File: config.mk
export PLATFORM = sky130hd
export DESIGN_NAME = cfg_write_arbiter_flat
export DESIGN_NICKNAME = d
export VERILOG_FILES = /design/src/rtl/cfg_write_arbiter_if.sv /design/src/rtl/cfg_write_arbiter.sv /design/src/flat_wrapper.sv
export SDC_FILE = /design/constraint.sdc
export NUM_CORES = 1
export LEC_CHECK = 0
export CAP_MARGIN = 20
export CORE_ASPECT_RATIO = 1.5
export CORE_MARGIN = 2
export CORE_UTILIZATION = 40
export CTS_CLUSTER_SIZE = 16
export DETAILED_ROUTE_END_ITERATION = 12
export DONT_BUFFER_PORTS = 1
export SYNTH_ARGS = -nofsm -noshare
export SYNTH_HDL_FRONTEND = slang
export SYNTH_SLANG_ARGS = --single-unit
File: constraint.sdc
create_clock -name clk -period 2.3 [get_ports clk]
set_input_delay 0.23 -clock clk [delete_from_list [all_inputs] [get_ports clk]]
set_output_delay 0.23 -clock clk [all_outputs]
set_load 0.01 [all_outputs]
File: src/rtl/cfg_write_arbiter_if.sv
// rtl/cfg_write_arbiter_if.sv - write request/acknowledge bus shared by the SPI decoder and the sequencer
interface cfg_write_arbiter_if #(
  parameter int ADDR_W = 7,
  parameter int DATA_W = 8
);
  logic              req_a;
  logic [ADDR_W-1:0] addr_a;
  logic [DATA_W-1:0] data_a;
  logic              ack_a;
  logic              err_a;
  logic              req_b;
  logic [ADDR_W-1:0] addr_b;
  logic [DATA_W-1:0] data_b;
  logic              ack_b;
  logic              err_b;

  modport master (
    output req_a, addr_a, data_a, req_b, addr_b, data_b,
    input  ack_a, err_a, ack_b, err_b
  );

  modport slave (
    input  req_a, addr_a, data_a, req_b, addr_b, data_b,
    output ack_a, err_a, ack_b, err_b
  );
endinterface

File: src/rtl/cfg_write_arbiter.sv
// rtl/cfg_write_arbiter.sv - round-robin two-port arbiter owning the output-enable/PWM register bank
module cfg_write_arbiter #(
  parameter int ADDR_W      = 7,
  parameter int DATA_W      = 8,
  parameter int MAX_ADDRESS = 4
) (
  input  logic                clk,
  input  logic                rst,
  cfg_write_arbiter_if.slave  bus,
  output logic [DATA_W-1:0]   en_reg_out_7_0,
  output logic [DATA_W-1:0]   en_reg_out_15_8,
  output logic [DATA_W-1:0]   en_reg_pwm_7_0,
  output logic [DATA_W-1:0]   en_reg_pwm_15_8,
  output logic [DATA_W-1:0]   pwm_duty_cycle,
  output logic                busy,
  output logic [7:0]          write_count
);

  localparam int NUM_REGS = MAX_ADDRESS + 1;

  typedef enum logic [1:0] {IDLE, COMMIT, RELEASE} state_t;

  state_t            state;
  state_t            state_nxt;
  logic              grant_b;
  logic              grant_b_nxt;
  logic              last_grant_b;
  logic              load;
  logic              addr_ok;
  logic [ADDR_W-1:0] addr_q;
  logic [DATA_W-1:0] data_q;
  logic [DATA_W-1:0] regs [NUM_REGS];

  assign addr_ok = (addr_q <= ADDR_W'(MAX_ADDRESS));

  always_ff @(posedge clk or posedge rst) begin
    if (rst) begin
      state <= IDLE;
      busy  <= 1'b0;
    end else begin
      state <= state_nxt;
      busy  <= (state_nxt != IDLE);
    end
  end

  always_comb begin
    state_nxt   = state;
    grant_b_nxt = grant_b;
    load        = 1'b0;
    case (state)
      IDLE: begin
        if (bus.req_a || bus.req_b) begin
          load      = 1'b1;
          state_nxt = COMMIT;
          // On a tie the port that was not served last wins
          if (bus.req_a && bus.req_b)
            grant_b_nxt = ~last_grant_b;
          else
            grant_b_nxt = bus.req_b;
        end
      end
      COMMIT:  state_nxt = RELEASE;
      RELEASE: begin
        if (!(grant_b ? bus.req_b : bus.req_a))
          state_nxt = IDLE;
      end
      default: state_nxt = IDLE;
    endcase
  end

  always_ff @(posedge clk or posedge rst) begin
    if (rst) begin
      grant_b      <= 1'b0;
      last_grant_b <= 1'b1;
      addr_q       <= '0;
      data_q       <= '0;
      bus.ack_a    <= 1'b0;
      bus.ack_b    <= 1'b0;
      bus.err_a    <= 1'b0;
      bus.err_b    <= 1'b0;
      write_count  <= 8'd0;
      for (int i = 0; i < NUM_REGS; i++)
        regs[i] <= '0;
    end else begin
      bus.ack_a <= 1'b0;
      bus.ack_b <= 1'b0;
      bus.err_a <= 1'b0;
      bus.err_b <= 1'b0;
      grant_b   <= grant_b_nxt;
      if (load) begin
        addr_q <= grant_b_nxt ? bus.addr_b : bus.addr_a;
        data_q <= grant_b_nxt ? bus.data_b : bus.data_a;
      end
      if (state == COMMIT) begin
        last_grant_b <= grant_b;
        bus.ack_a    <= ~grant_b;
        bus.ack_b    <= grant_b;
        bus.err_a    <= ~grant_b & ~addr_ok;
        bus.err_b    <= grant_b & ~addr_ok;
        if (addr_ok) begin
          write_count <= write_count + 8'd1;
          for (int i = 0; i < NUM_REGS; i++)
            if (addr_q == ADDR_W'(i))
              regs[i] <= data_q;
        end
      end
    end
  end

  assign en_reg_out_7_0  = regs[0];
  assign en_reg_out_15_8 = regs[1];
  assign en_reg_pwm_7_0  = regs[2];
  assign en_reg_pwm_15_8 = regs[3];
  assign pwm_duty_cycle  = regs[4];

endmodule
File: src/flat_wrapper.sv
// flat-port wrapper written by rule: the top's interface ports become plain ports
module cfg_write_arbiter_flat 
#(
  parameter int ADDR_W      = 7,
  parameter int DATA_W      = 8,
  parameter int MAX_ADDRESS = 4
)
  (clk, rst, en_reg_out_7_0, en_reg_out_15_8, en_reg_pwm_7_0, en_reg_pwm_15_8, pwm_duty_cycle, busy, write_count, bus_req_a, bus_addr_a, bus_data_a, bus_req_b, bus_addr_b, bus_data_b, bus_ack_a, bus_err_a, bus_ack_b, bus_err_b);
  cfg_write_arbiter_if #(.ADDR_W(ADDR_W), .DATA_W(DATA_W)) bus_i ();
  input  logic clk;
  input  logic rst;
  output logic [DATA_W-1:0] en_reg_out_7_0;
  output logic [DATA_W-1:0] en_reg_out_15_8;
  output logic [DATA_W-1:0] en_reg_pwm_7_0;
  output logic [DATA_W-1:0] en_reg_pwm_15_8;
  output logic [DATA_W-1:0] pwm_duty_cycle;
  output logic busy;
  output logic [7:0] write_count;
  input wire logic [$bits(bus_i.req_a)-1:0] bus_req_a;
  input wire logic [$bits(bus_i.addr_a)-1:0] bus_addr_a;
  input wire logic [$bits(bus_i.data_a)-1:0] bus_data_a;
  input wire logic [$bits(bus_i.req_b)-1:0] bus_req_b;
  input wire logic [$bits(bus_i.addr_b)-1:0] bus_addr_b;
  input wire logic [$bits(bus_i.data_b)-1:0] bus_data_b;
  output wire logic [$bits(bus_i.ack_a)-1:0] bus_ack_a;
  output wire logic [$bits(bus_i.err_a)-1:0] bus_err_a;
  output wire logic [$bits(bus_i.ack_b)-1:0] bus_ack_b;
  output wire logic [$bits(bus_i.err_b)-1:0] bus_err_b;
  assign bus_i.req_a = bus_req_a;
  assign bus_i.addr_a = bus_addr_a;
  assign bus_i.data_a = bus_data_a;
  assign bus_i.req_b = bus_req_b;
  assign bus_i.addr_b = bus_addr_b;
  assign bus_i.data_b = bus_data_b;
  assign bus_ack_a = bus_i.ack_a;
  assign bus_err_a = bus_i.err_a;
  assign bus_ack_b = bus_i.ack_b;
  assign bus_err_b = bus_i.err_b;
  cfg_write_arbiter #(.ADDR_W(ADDR_W), .DATA_W(DATA_W), .MAX_ADDRESS(MAX_ADDRESS)) u_core (.clk(clk), .rst(rst), .bus(bus_i), .en_reg_out_7_0(en_reg_out_7_0), .en_reg_out_15_8(en_reg_out_15_8), .en_reg_pwm_7_0(en_reg_pwm_7_0), .en_reg_pwm_15_8(en_reg_pwm_15_8), .pwm_duty_cycle(pwm_duty_cycle), .busy(busy), .write_count(write_count));
endmodule
# Yosys cells after proc, flatten, opt, wreduce, memory -nomap -nowiden
# Cells that the tools add are included.
# word_totals
ff_bits	72
input_bits	34
elab_cells	55
# op_classes
n_addsub	1
magnitude_cmp	1
n_eq_ne	6
muxes	15
bitwise	5
reduce_logical	11
# ops
operator	n
$reduce_and 3->1	5
$eq 7x2->1 const B	2
$mux 1	10
$add 8x1->8 const B	1
$mux 8	1
$eq 7x1->1 const B	1
$eq 7x3->1 const B	1
$le 7x3->1 const B	1
$logic_not 7->1	1
$mux 7	1
$pmux 2 s3	1
$mux 2	2
$not 1->1	3
$and 1x1->1	2
$eq 2x1->1 const B	1
$eq 2x2->1 const B	1
$logic_not 2->1	1
$reduce_and 2->1	1
$reduce_bool 2->1	1
$logic_and 1x1->1	1
$logic_or 1x1->1	1

# Longest topological paths before layout
# Gate-level depths: netlist of the first run.
# logic_depth
ltp_word	5
depth_mapped	6
mapped_depth_nobuf	5

# Least setup slack after synthesis of the first run
# OpenSTA, ideal clock, no wires.
# synth_path
kind	reg-to-reg
from	register u_core.addr_q[6]
to	register u_core.regs, in the netlist u_core.en_reg_pwm_15_8[0]
arrival_ps	1769
t_required_ps	2175
setup_slack_ps	407
path_stages_with_launch	6
synth_period_minus_slack_ps	1893
cell_sequence	dfrtp_1 or3_4 nor4_4 and3_1 buf_4 mux2_2
# synth_between
elab_chain_cells	2
# synth_rtl
item	line	source
start, declared	cfg_write_arbiter.sv:30	logic [ADDR_W-1:0] addr_q;
start signal, assigned	cfg_write_arbiter.sv:91	addr_q <= grant_b_nxt ? bus.addr_b : bus.addr_a;
$le 7x3->1 / $eq 7x2->1 (equally long branches)	cfg_write_arbiter.sv:34, cfg_write_arbiter.sv:103	
$reduce_and 3->1 (no source line) (*)	--	
end signal, assigned by index	cfg_write_arbiter.sv:104	regs[i] <= data_q;
end, declared	cfg_write_arbiter.sv:32	logic [DATA_W-1:0] regs [NUM_REGS];
# Every way passes the cells marked *; elsewhere a longest branch is shown, timed or not.
# A chain may end at the register's enable or synchronous reset.

# Worst setup path in the final report of the first run
# layout_path
from	register u_core.addr_q[6]
to	register u_core.regs, in the netlist u_core.en_reg_pwm_15_8[4]
# The elaborated chain is that of the path after synthesis.

==> results, run 1 <==
- For the worst setup path, the data arrival time is about 2.4 ns.
- Dividing total power by cell area gives a power density of 1124 mW/mm².
- Dividing the detail-routed wire length by the instance count gives 18.91 µm.
- For this configuration, the core starts out at a cell density of 0.4089.
- The first global-routing pass estimated approximately 9700 µm of wire.
- Routed signal wires occupy layers up through met4.
- The floorplan step set the die height to 108.6 µm.
- The multi-input combinational cells in the finished layout cover a total of 0.001076 mm².
- The path with the worst hold slack has its endpoint at u_core.data_q[5].
- The area of the mapped netlist is 0.002917 mm².
- The critical-path maximum fanout is 8.
- Wires add up to 6184 µm.
- Summing over every cut layer, the via total after detailed routing is between 1,500 and 2,000.
- The floorplan step set the die width to roughly 74 µm.
- The initial antenna violation count was 0.
- The half-perimeter wire length of the detailed placement result is about 4400 µm.
- In this run the tightest slew margin relative to its limit is 0.6561.
- The hold-fix buffer count after cts is 2.
- The run finished with clean final reports.
- The worst-case vdd ir drop is 0.4962 mV.
- The setup violation total in the final timing report is 0.
- Of the cells placed in the final design, the portion with a size suffix greater than 1 is 0.2753.
- The cell chosen for the clock root is sky130_fd_sc_hd__clkbuf_8.
- For this block, the initial DRC count from the detailed router was just over 100.
- The number of nets handed over by synthesis was ~270.
- The die covers 0.008005 mm².
- Hold is met by 0.01679 ns.
- The post-CTS resize count is 0.
- The clock transition time at the flip-flop clock pins of the worst setup and hold paths is about 0.070 ns.
- The cell count of the worst reg-to-reg path is 4.
- The setup slack of the worst register-to-register path is roughly 0.14 ns.
- The setup path with the least slack is of type register to register.
- Clock skew on the completed layout was measured at around 0.0071 ns.
- The static leakage power is about 0.0016 µW.
- The number of sinks on the clock net is 72.
- In the routed design, unresolved DRC markers number 0.
- The post-synthesis register bit count is ~70.
- Timing analysis after detailed placement gives a worst setup slack of between 0.15 and 0.2 ns.
- In the finished design, the share of the clock period the worst path needs comes to 0.9382.
- After layout, the worst setup slack is 0.1422 ns.
- The via count of the first global-routing pass was between 1,500 and 2,000.
- The maximum number of pins on one net before global-route repair is 31.
- Once detail routing completed, the nets flagged for antenna violations numbered 0.
- The worst reg2reg path endpoint is u_core.en_reg_pwm_15_8[4].
- The post-synthesis sequential area ratio is 0.6182.
- The average instance in the mapped netlist occupies roughly 13 µm².
- The number of fill cells is ~670.
- The number of antenna diodes in the final layout is 0.
- The total overflow left after global routing is 0.
- In this run the count of I/O pins placed on the die edge is 87.
- For this run, the number of Yosys warnings is 0.
- The final sum of negative setup slack is 0 ns.
- The final critical delay including setup and external delays is between 2 and 2.5 ns.
- The length of routed met3 wiring is between 400 and 500 µm.
- Counting along the longest clock path gives a buffer depth of 2.
- After detailed routing, the met2 layer carries 3119 µm of wire.
- The sequential cells in the finished layout cover a total of about 0.0018 mm².
- The reported max-cap violation count is 0.
- The clock latency on the worst-skew pair is 0.34 ns.
- The number of hold violations in the final report is 0.
- The area growth from synthesis to layout is 10.04%.
- The TritonCTS buffer count is 9.
- The number of standard-cell rows in the floorplan is 38.
- Routability-driven placement finished with a final weighted congestion of between 0.7 and 0.8.
- The number of buffer cells added on primary ports is 0.
- The hold path startpoint is bus_data_b[5].
- Using the TritonRoute via totals, the vias-per-cell ratio works out to about 5.5.
- The maximum level of the CTS H-tree is 3.
- The detailed router put a total of approximately 2500 µm of wire on met1.
- STA classifies the critical path endpoint as a register.
- The count of cells along the worst hold path is 2.
- The worst register-to-register path begins at u_core.addr_q[6].
- The overall routing resource usage is 0.1671.
- Timing would allow up to about 460 MHz.
- STA classifies the critical path startpoint as a register.
- The worst-margin pin slew is between 0.5 and 0.6 ns.
- In this run, distinct cell masters in the synthesized netlist total 32.
- Setup repair after global routing left no endpoint under its margin.
- The number of iterations in the first detailed-routing pass is 6.
- Post-CTS timing repair inserted 0 buffers for setup.
- The final-report max-slew violation count is 0.
- In this run the worst hold path is classified as primary input to register.
- The core outline area is around 0.0071 mm².
- The required time at the endpoint of the critical path is approximately 2.5 ns.
- Counting every instance in the synthesized netlist gives 230.
- The net count of the finished layout is ~280.
- TritonCTS built the clock tree.
## cells in the final DEF (no fill, tap or decap), types with 2 or more instances in the layout
cell	instances
sky130_fd_sc_hd__clkinv_2	3
sky130_fd_sc_hd__dlygate4sd3_1	2
sky130_fd_sc_hd__nand3b_2	2
sky130_fd_sc_hd__nand2b_1	4
sky130_fd_sc_hd__mux2_2	41
sky130_fd_sc_hd__dfrtp_1	71
sky130_fd_sc_hd__nor2_1	21
sky130_fd_sc_hd__o21ai_0	2
sky130_fd_sc_hd__nand4_1	4
sky130_fd_sc_hd__clkbuf_8	9
sky130_fd_sc_hd__xnor2_1	6
sky130_fd_sc_hd__nand3_1	2
sky130_fd_sc_hd__buf_4	6
sky130_fd_sc_hd__and3_1	3
sky130_fd_sc_hd__clkbuf_1	2
sky130_fd_sc_hd__a21oi_1	31
sky130_fd_sc_hd__nand2_1	18
## worst max-delay path, cell delays in order, from the launching register on
cell	delay, ns
sky130_fd_sc_hd__dfrtp_1	0.39
sky130_fd_sc_hd__or3_4	0.43
sky130_fd_sc_hd__nor4_4	0.36
sky130_fd_sc_hd__and3_1	0.48
sky130_fd_sc_hd__mux2_2	0.38
## routing by layer
metal | up-vias | global-route usage
met5 | - | 0
met4 | 0 | 0.07662
met3 | 9 | 0.06524
met2 | 54 | 0.2577
met1 | 896 | 0.2038
li1 | 824 | -
## logic make-up (layout without fill, tap and decap cells)
| group | Yosys count | in the layout | synth area share |
|---|---|---|---|
| AND/OR/NAND/NOR | 64 | 64 | 0.1210 |
| adder cells (fa/ha/maj) | 1 | 1 | 0.004289 |
| multiplexers | 42 | 42 | 0.1617 |
| flip-flops | 72 | 72 | 0.6182 |
| XOR/XNOR | 7 | 7 | 0.02102 |
| buffers and inverters | 9 | 26 | 0.01287 |
| AO/OA/AOI/OAI | 35 | 35 | 0.06092 |
## sequential cells by signal (all words and copies together) (netlist names)
register,cells
u_core.data_q,8
u_core.en_reg_out_15_8,8
u_core.en_reg_out_7_0,8
u_core.en_reg_pwm_15_8,8
u_core.en_reg_pwm_7_0,8
u_core.pwm_duty_cycle,8
u_core.write_count,8
u_core.addr_q,7
u_core.state,2
u_core.bus.ack_a,1
u_core.bus.ack_b,1
u_core.bus.err_a,1
u_core.bus.err_b,1
u_core.busy,1
u_core.grant_b,1
u_core.last_grant_b,1
## power by group
part	switching [µW]	internal [µW]	total [µW]
combinational	422	343	764
clock	441	380	821
sequential	416	1610	2020
total	1280	2330	3610
## worst max-delay path by stage
stage                startpoint                         to  slack (ns)  depth (start not counted)
2_1_floorplan               rst           u_core.addr_q[0]        0.25                          1
3_3_place_gp   u_core.addr_q[6]  u_core.en_reg_pwm_15_8[4]        0.20                          4
3_5_place_dp   u_core.addr_q[6]  u_core.en_reg_pwm_15_8[4]        0.16                          4
4_1_cts        u_core.addr_q[6]  u_core.en_reg_pwm_15_8[4]        0.15                          4
5_1_grt        u_core.addr_q[6]  u_core.en_reg_pwm_15_8[4]        0.06                          4
6_report       u_core.addr_q[6]  u_core.en_reg_pwm_15_8[4]        0.14                          4
## synth_stat cells (all sizes together)
cell type | number | area, µm²
ha | 1 | 12.51
dfstp | 1 | 26.28
nor2 | 21 | 78.83
nor4b | 1 | 23.77
xor2 | 1 | 8.760
and3 | 3 | 18.77
o21ai | 3 | 15.01
nor2b | 1 | 6.260
mux2 | 41 | 461.7
nand4 | 4 | 25.02
a21oi | 31 | 155.2
and4 | 1 | 8.760
or3 | 1 | 11.26
nand4b | 1 | 8.760
xnor2 | 6 | 52.55
nand2b | 4 | 25.02
clkbuf | 5 | 18.77
dfrtp | 71 | 1777
clkinv | 1 | 3.750
a21boi | 1 | 7.510
nor3 | 1 | 5.000
inv | 2 | 7.510
nand3b | 3 | 30.03
nand3 | 2 | 10.01
nor4 | 1 | 21.27
nand2 | 19 | 73.82
and2 | 1 | 6.260
buf | 1 | 7.510
mux2i | 1 | 10.01
## stage by stage
stage,cell area [µm²],total power (µW),utilization,std cells
4_1_cts,3209,3665,0.4500,327
3_5_place_dp,3035,2837,0.4256,310
3_3_place_gp,3035,2806,0.4256,310
6_report,3209,3606,0.4500,327
5_1_grt,3209,3887,0.4500,327
2_1_floorplan,2917,2552,-,230
## layout make-up
type / instances / area share
clock inverters: 4 / 0.007018
multi-input cells: 149 / 0.3353
inverters: 3 / 0.003509
clock buffers: 11 / 0.04094
repair buffers: 8 / 0.02027
well taps: 80 / 0.03119
flip-flops and latches: 72 / 0.5618
No activity file was read; power rests on OpenSTA's default activity.
==> inputs of run 2 (changes only) <==
--- a/config.mk
+++ b/config.mk
@@ -5,7 +5,7 @@
 export SDC_FILE = /design/constraint.sdc
 export NUM_CORES = 1
 export LEC_CHECK = 0
-export CAP_MARGIN = 20
+export ABC_AREA = 1
 export CORE_ASPECT_RATIO = 1.5
 export CORE_MARGIN = 2
 export CORE_UTILIZATION = 40
==> run 2 against run 1 <==
  * Sequential share of layout area fell by 8.2 points
  * Non-clock buffer count fell by 6
  * Power rose by 42%
  * Utilization rose by 1.6 points
  * Clock power rose by 68%
  * Register-to-register slack improved by 0.56 ns
  * Design area rose by 17%
  * Synthesized cell count rose by 81%
  * Die area rose by 14%
  * Critical path type unchanged
==> results, run 2 <==
- The net total in the final layout is 456 (was 278).
- The highest-delay cell along the critical path is sky130_fd_sc_hd__dfrtp_1 (was sky130_fd_sc_hd__and3_1).
- The clock skew after layout is 0.005132 ns (was 0.007063 ns).
- The total DRC errors in the routed layout is 0 (unchanged).
- The TritonCTS clock tree is done (unchanged).
- RSZ-0062 raised after global routing: false (unchanged).
- Most used cells in the layout excluding fill and tap cells: 185 x sky130_fd_sc_hd__nand2_1, 71 x sky130_fd_sc_hd__dfrtp_1, 52 x sky130_fd_sc_hd__inv_1, 35 x sky130_fd_sc_hd__nand3_1, 16 x sky130_fd_sc_hd__a21oi_1 (was 71 x sky130_fd_sc_hd__dfrtp_1, 41 x sky130_fd_sc_hd__mux2_2, 31 x sky130_fd_sc_hd__a21oi_1, 21 x sky130_fd_sc_hd__nor2_1, 18 x sky130_fd_sc_hd__nand2_1).
- The share of final-layout standard cells stronger than drive strength 1 is 0.08216 (was 0.2753).
- The count of yosys warnings during synthesis came to 0 (unchanged).
- The post-CTS resize count came to 0 (unchanged).
- The number of synthesized flops with an enable pin is 0 (unchanged).
- The most repeated cell in the gate-level netlist after synthesis was sky130_fd_sc_hd__nand2_1 (was sky130_fd_sc_hd__dfrtp_1).
- The proportion of register bits with asynchronous set or reset after synthesis is 1.000 (unchanged).
- Among the stages of the critical path, the cell type that occurs most often is sky130_fd_sc_hd__nand2_1.
- The delay of the slowest cell on the worst path is 0.47 ns (was 0.48 ns).
- The buffer and inverter count on the worst path was 1 (was 0).
- The family of cells with the greatest summed delay on the critical path was simple AND/OR/NAND/NOR gates (unchanged).
- The register cell area after layout is 0.001803 mm² (unchanged).
- The maximum level of the CTS H-tree is 3 (unchanged).
- The number of hold violations in the final report was 0 (unchanged).
- The number of sinks on the clock net is 72 (unchanged).
- The final cell area excluding filler cells came to 0.003756 mm² (was 0.003209 mm²).
- The category of the critical setup timing path is register to register (unchanged).
- The post-synthesis cell count is 416 (was 230).
- The final sum of negative setup slack is 0 ns (unchanged).
- The maximum number of pins on one net before global-route repair was 38 (was 31).
- The worst-margin pin slew is 0.7714 ns (was 0.5136 ns).
- The number of standard-cell rows in the floorplan came to 40 (was 38).
- The detailed-route via count was 2,485 (was 1,783).
- The static leakage power is 0.002105 µW (was 0.001587 µW).
- The worst slew margin relative to its limit is 0.4850 (was 0.6561).
- The full die area is 0.009120 mm² (was 0.008005 mm²).
- The reported max-cap violation count was 0 (unchanged).
- The number of buffers added for setup after CTS is 0 (unchanged).
- The area of combinational cells with multiple inputs was 0.001282 mm² (was 0.001076 mm²).
- The post-synthesis sequential area ratio was 0.5393 (was 0.6182).
- The number of iterations in the first detailed-routing pass is 4 (was 6).
- The average footprint of a synthesized cell is 8.037 µm² (was 12.68 µm²).
- The count of different cell masters after synthesis is 25 (was 32).
- The worst-case vdd ir drop is 0.4950 mV (was 0.4962 mV).
- The wire length of the first global-routing pass is 11,870 µm (was 9735 µm).
- The launching element type of the critical path was a register (unchanged).
- The overflow left after global routing is 0 (unchanged).
- The clock transition time at the flip-flop clock pins of the worst setup and hold paths is 0.05 ns (was 0.07 ns).
- The detail-routed net length per standard cell is 13.72 µm (was 18.91 µm).
- The final hold slack is 0.08866 ns (was 0.01679 ns).
- Leading post-synthesis cells by cell area: sky130_fd_sc_hd__dfrtp_1 53%, sky130_fd_sc_hd__nand2_1 21%, sky130_fd_sc_hd__inv_1 6.0% (was sky130_fd_sc_hd__dfrtp_1 61%, sky130_fd_sc_hd__mux2_2 16%, sky130_fd_sc_hd__a21oi_1 5.3%).
- The share of the clock period used by the worst path is 0.6950 (was 0.9382).
- The type of destination of the critical path is a register (unchanged).
- The number of top-level pins came to 87 (unchanged).
- The critical-path maximum fanout was 28 (was 8).
- The net count after synthesis is 451 (was 265).
- The overall routing resource usage is 0.1720 (was 0.1671).
- Leading post-synthesis cells by instance count: 185 x sky130_fd_sc_hd__nand2_1, 71 x sky130_fd_sc_hd__dfrtp_1, 53 x sky130_fd_sc_hd__inv_1 (was 71 x sky130_fd_sc_hd__dfrtp_1, 41 x sky130_fd_sc_hd__mux2_2, 31 x sky130_fd_sc_hd__a21oi_1).
- The weighted congestion reported at the end of routability-driven placement is 0.7841 (was 0.7426).
- The worst min-delay path class is primary input to register (unchanged).
- The initial cell density of the core is 0.4149 (was 0.4089).
- The leading cell type in the layout, fill and taps excluded is sky130_fd_sc_hd__nand2_1 (was sky130_fd_sc_hd__dfrtp_1).
- The half-perimeter wire length of the detailed placement result is 5341 µm (was 4379 µm).
- The area of the mapped netlist was 0.003343 mm² (was 0.002917 mm²).
- The final-report max-slew violation count was 0 (unchanged).
- The number of violations reported at the end of detailed-routing iteration 0 was 152 (was 102).
- The top cell type's share of synthesized area was 0.5314 (was 0.6092).
- The setup violation total in the final timing report is 0 (unchanged).
- The required time at the endpoint of the critical path is 2.57 ns (was 2.52 ns).
- The post-synthesis register bit count was 72 (unchanged).
- The ratio of routed vias to standard cells is 4.680 (was 5.453).
- Run status: finished, final reports clean (unchanged).
- The diode insertion count for antenna repair came to 0 (unchanged).
- The area growth from synthesis to layout is 12.35% (was 10.04%).
- The clock latency on the worst-skew pair came to 0.33 ns (was 0.34 ns).
- The remaining antenna violation count was 0 (unchanged).
- The maximum buffer depth of the clock tree is 2 (unchanged).
- The die extent in x came to 78.65 µm (was 73.72 µm).
- The maximum operating frequency is 625.5 MHz (was 463.4 MHz).
- The instance area at placement is 0.003446 mm² (was 0.003035 mm²).
- The core outline area is 0.008058 mm² (was 0.007132 mm²).
- The height of the die is 116.0 µm (was 108.6 µm).
- Cells along the critical path: nor2_8 > nand2_1 > inv_1 > nand2_1 > nand2_1 (was or3_4 > nor4_4 > and3_1 > mux2_2).
- The cell chosen for the clock root is sky130_fd_sc_hd__clkbuf_16 (was sky130_fd_sc_hd__clkbuf_8).
- The final routed wirelength across all metal layers was 7286 µm (was 6184 µm).
- The via count of the first global-routing pass came to 2,344 (was 1,866).
- The arrival time of the worst setup path is 1.87 ns (was 2.38 ns).
- The final critical delay including setup and external delays is 1.599 ns (was 2.158 ns).
- The number of buffer cells added on primary ports is 0 (unchanged).
- The power density over the cells is 1361 mW/mm² (was 1124 mW/mm²).
- The cell type with the highest aggregate area in the netlist is sky130_fd_sc_hd__dfrtp_1 (unchanged).
- The main flop type after synthesis is sky130_fd_sc_hd__dfrtp_1 (unchanged).
- The number of fill cells is 786 (was 665).
- The initial antenna violation count is 0 (unchanged).
- The TritonCTS buffer count is 9 (unchanged).
==> run 2: cell types whose count changed after synthesis, moves of 6 or more <==
cell	change
sky130_fd_sc_hd__a21oi_1	-15
sky130_fd_sc_hd__xnor2_1	-6
sky130_fd_sc_hd__buf_2	+6
sky130_fd_sc_hd__nand3_1	+33
sky130_fd_sc_hd__inv_1	+51
sky130_fd_sc_hd__nor2_1	-10
sky130_fd_sc_hd__mux2_2	-41
sky130_fd_sc_hd__nand2_1	+167
==> run 2: cells by family (layout without fill, tap and decap cells) <==
logic type / Yosys count / after routing / share of synthesized area
xor gates and xnor gates: 3 / 3 / 0.007861
and+or+nand+nor: 251 / 251 / 0.3331
adders and majority gates: 1 / 1 / 0.003742
AOI/OAI and AO/OA: 26 / 26 / 0.03892
DFF: 72 / 72 / 0.5393
buffers and inverters: 63 / 73 / 0.07710
==> run 2: through the flow <==
step | worst slack, ns | instances | util | total power, µW
global placement | 0.7581 | 514 | 0.4276 | 3725
detailed placement | 0.7176 | 514 | 0.4276 | 3779
finish | 0.7014 | 531 | 0.4661 | 5112
floorplan | 0.2467 | 416 | - | 3414
global route | 0.4885 | 531 | 0.4661 | 5496
CTS | 0.6986 | 531 | 0.4661 | 5184
==> run 2: power by group <==
group | switching [µW] | total, µW | internal, µW
registers | 653 | 2420 | 1770
logic | 898 | 1310 | 408
clock network | 490 | 1380 | 895
total | 2040 | 5110 | 3070
==> run 2: per-layer routing <==
layer	global-route usage	share of wire	vias to the layer above
met2	0.2735	0.49	74
li1	-	-	1286
met3	0.04206	0.056	9
met4	0.08070	0.019	0
met5	0	0	-
met1	0.2215	0.43	1116
==> run 2: worst register-to-register path, cell delays in order (launching register included) <==
cell                      delay [ns]
sky130_fd_sc_hd__dfrtp_1        0.47
sky130_fd_sc_hd__nor2_8         0.37
sky130_fd_sc_hd__nand2_1        0.32
sky130_fd_sc_hd__inv_1          0.24
sky130_fd_sc_hd__nand2_1        0.08
sky130_fd_sc_hd__nand2_1        0.06
==> run 2: worst paths after layout <==
kind | to | start | slack (ns) | cells past startpoint
worst min register to register | u_core.last_grant_b | u_core.last_grant_b | 0.50 | 2
worst max register to register | u_core.en_reg_out_7_0[1] | u_core.state[1] | 0.70 | 5
max in group asynchronous | u_core.en_reg_pwm_7_0[6] | rst | 1.14 | 3
min in group asynchronous | u_core.busy | rst | 0.50 | 2
worst min-delay path | u_core.addr_q[4] | bus_addr_a[4] | 0.09 | 4
worst max-delay path | u_core.en_reg_out_7_0[1] | u_core.state[1] | 0.70 | 5
==> run 2: cell type report <==
class | instances | share of cell area
Clock buffer | 13 | 0.06929
Clock inverter | 3 | 0.01066
Inverter | 55 | 0.05563
Multi-Input combinational cell | 281 | 0.3414
Sequential cell | 72 | 0.4800
Tap cell | 105 | 0.03498
Timing Repair Buffer | 2 | 0.007995
==> run 2: what timing repair did <==
action / CTS / global route
hold buffers: 1 / 0
hold endpoints to repair: 34 / 0
setup endpoints to repair: 0 / 0
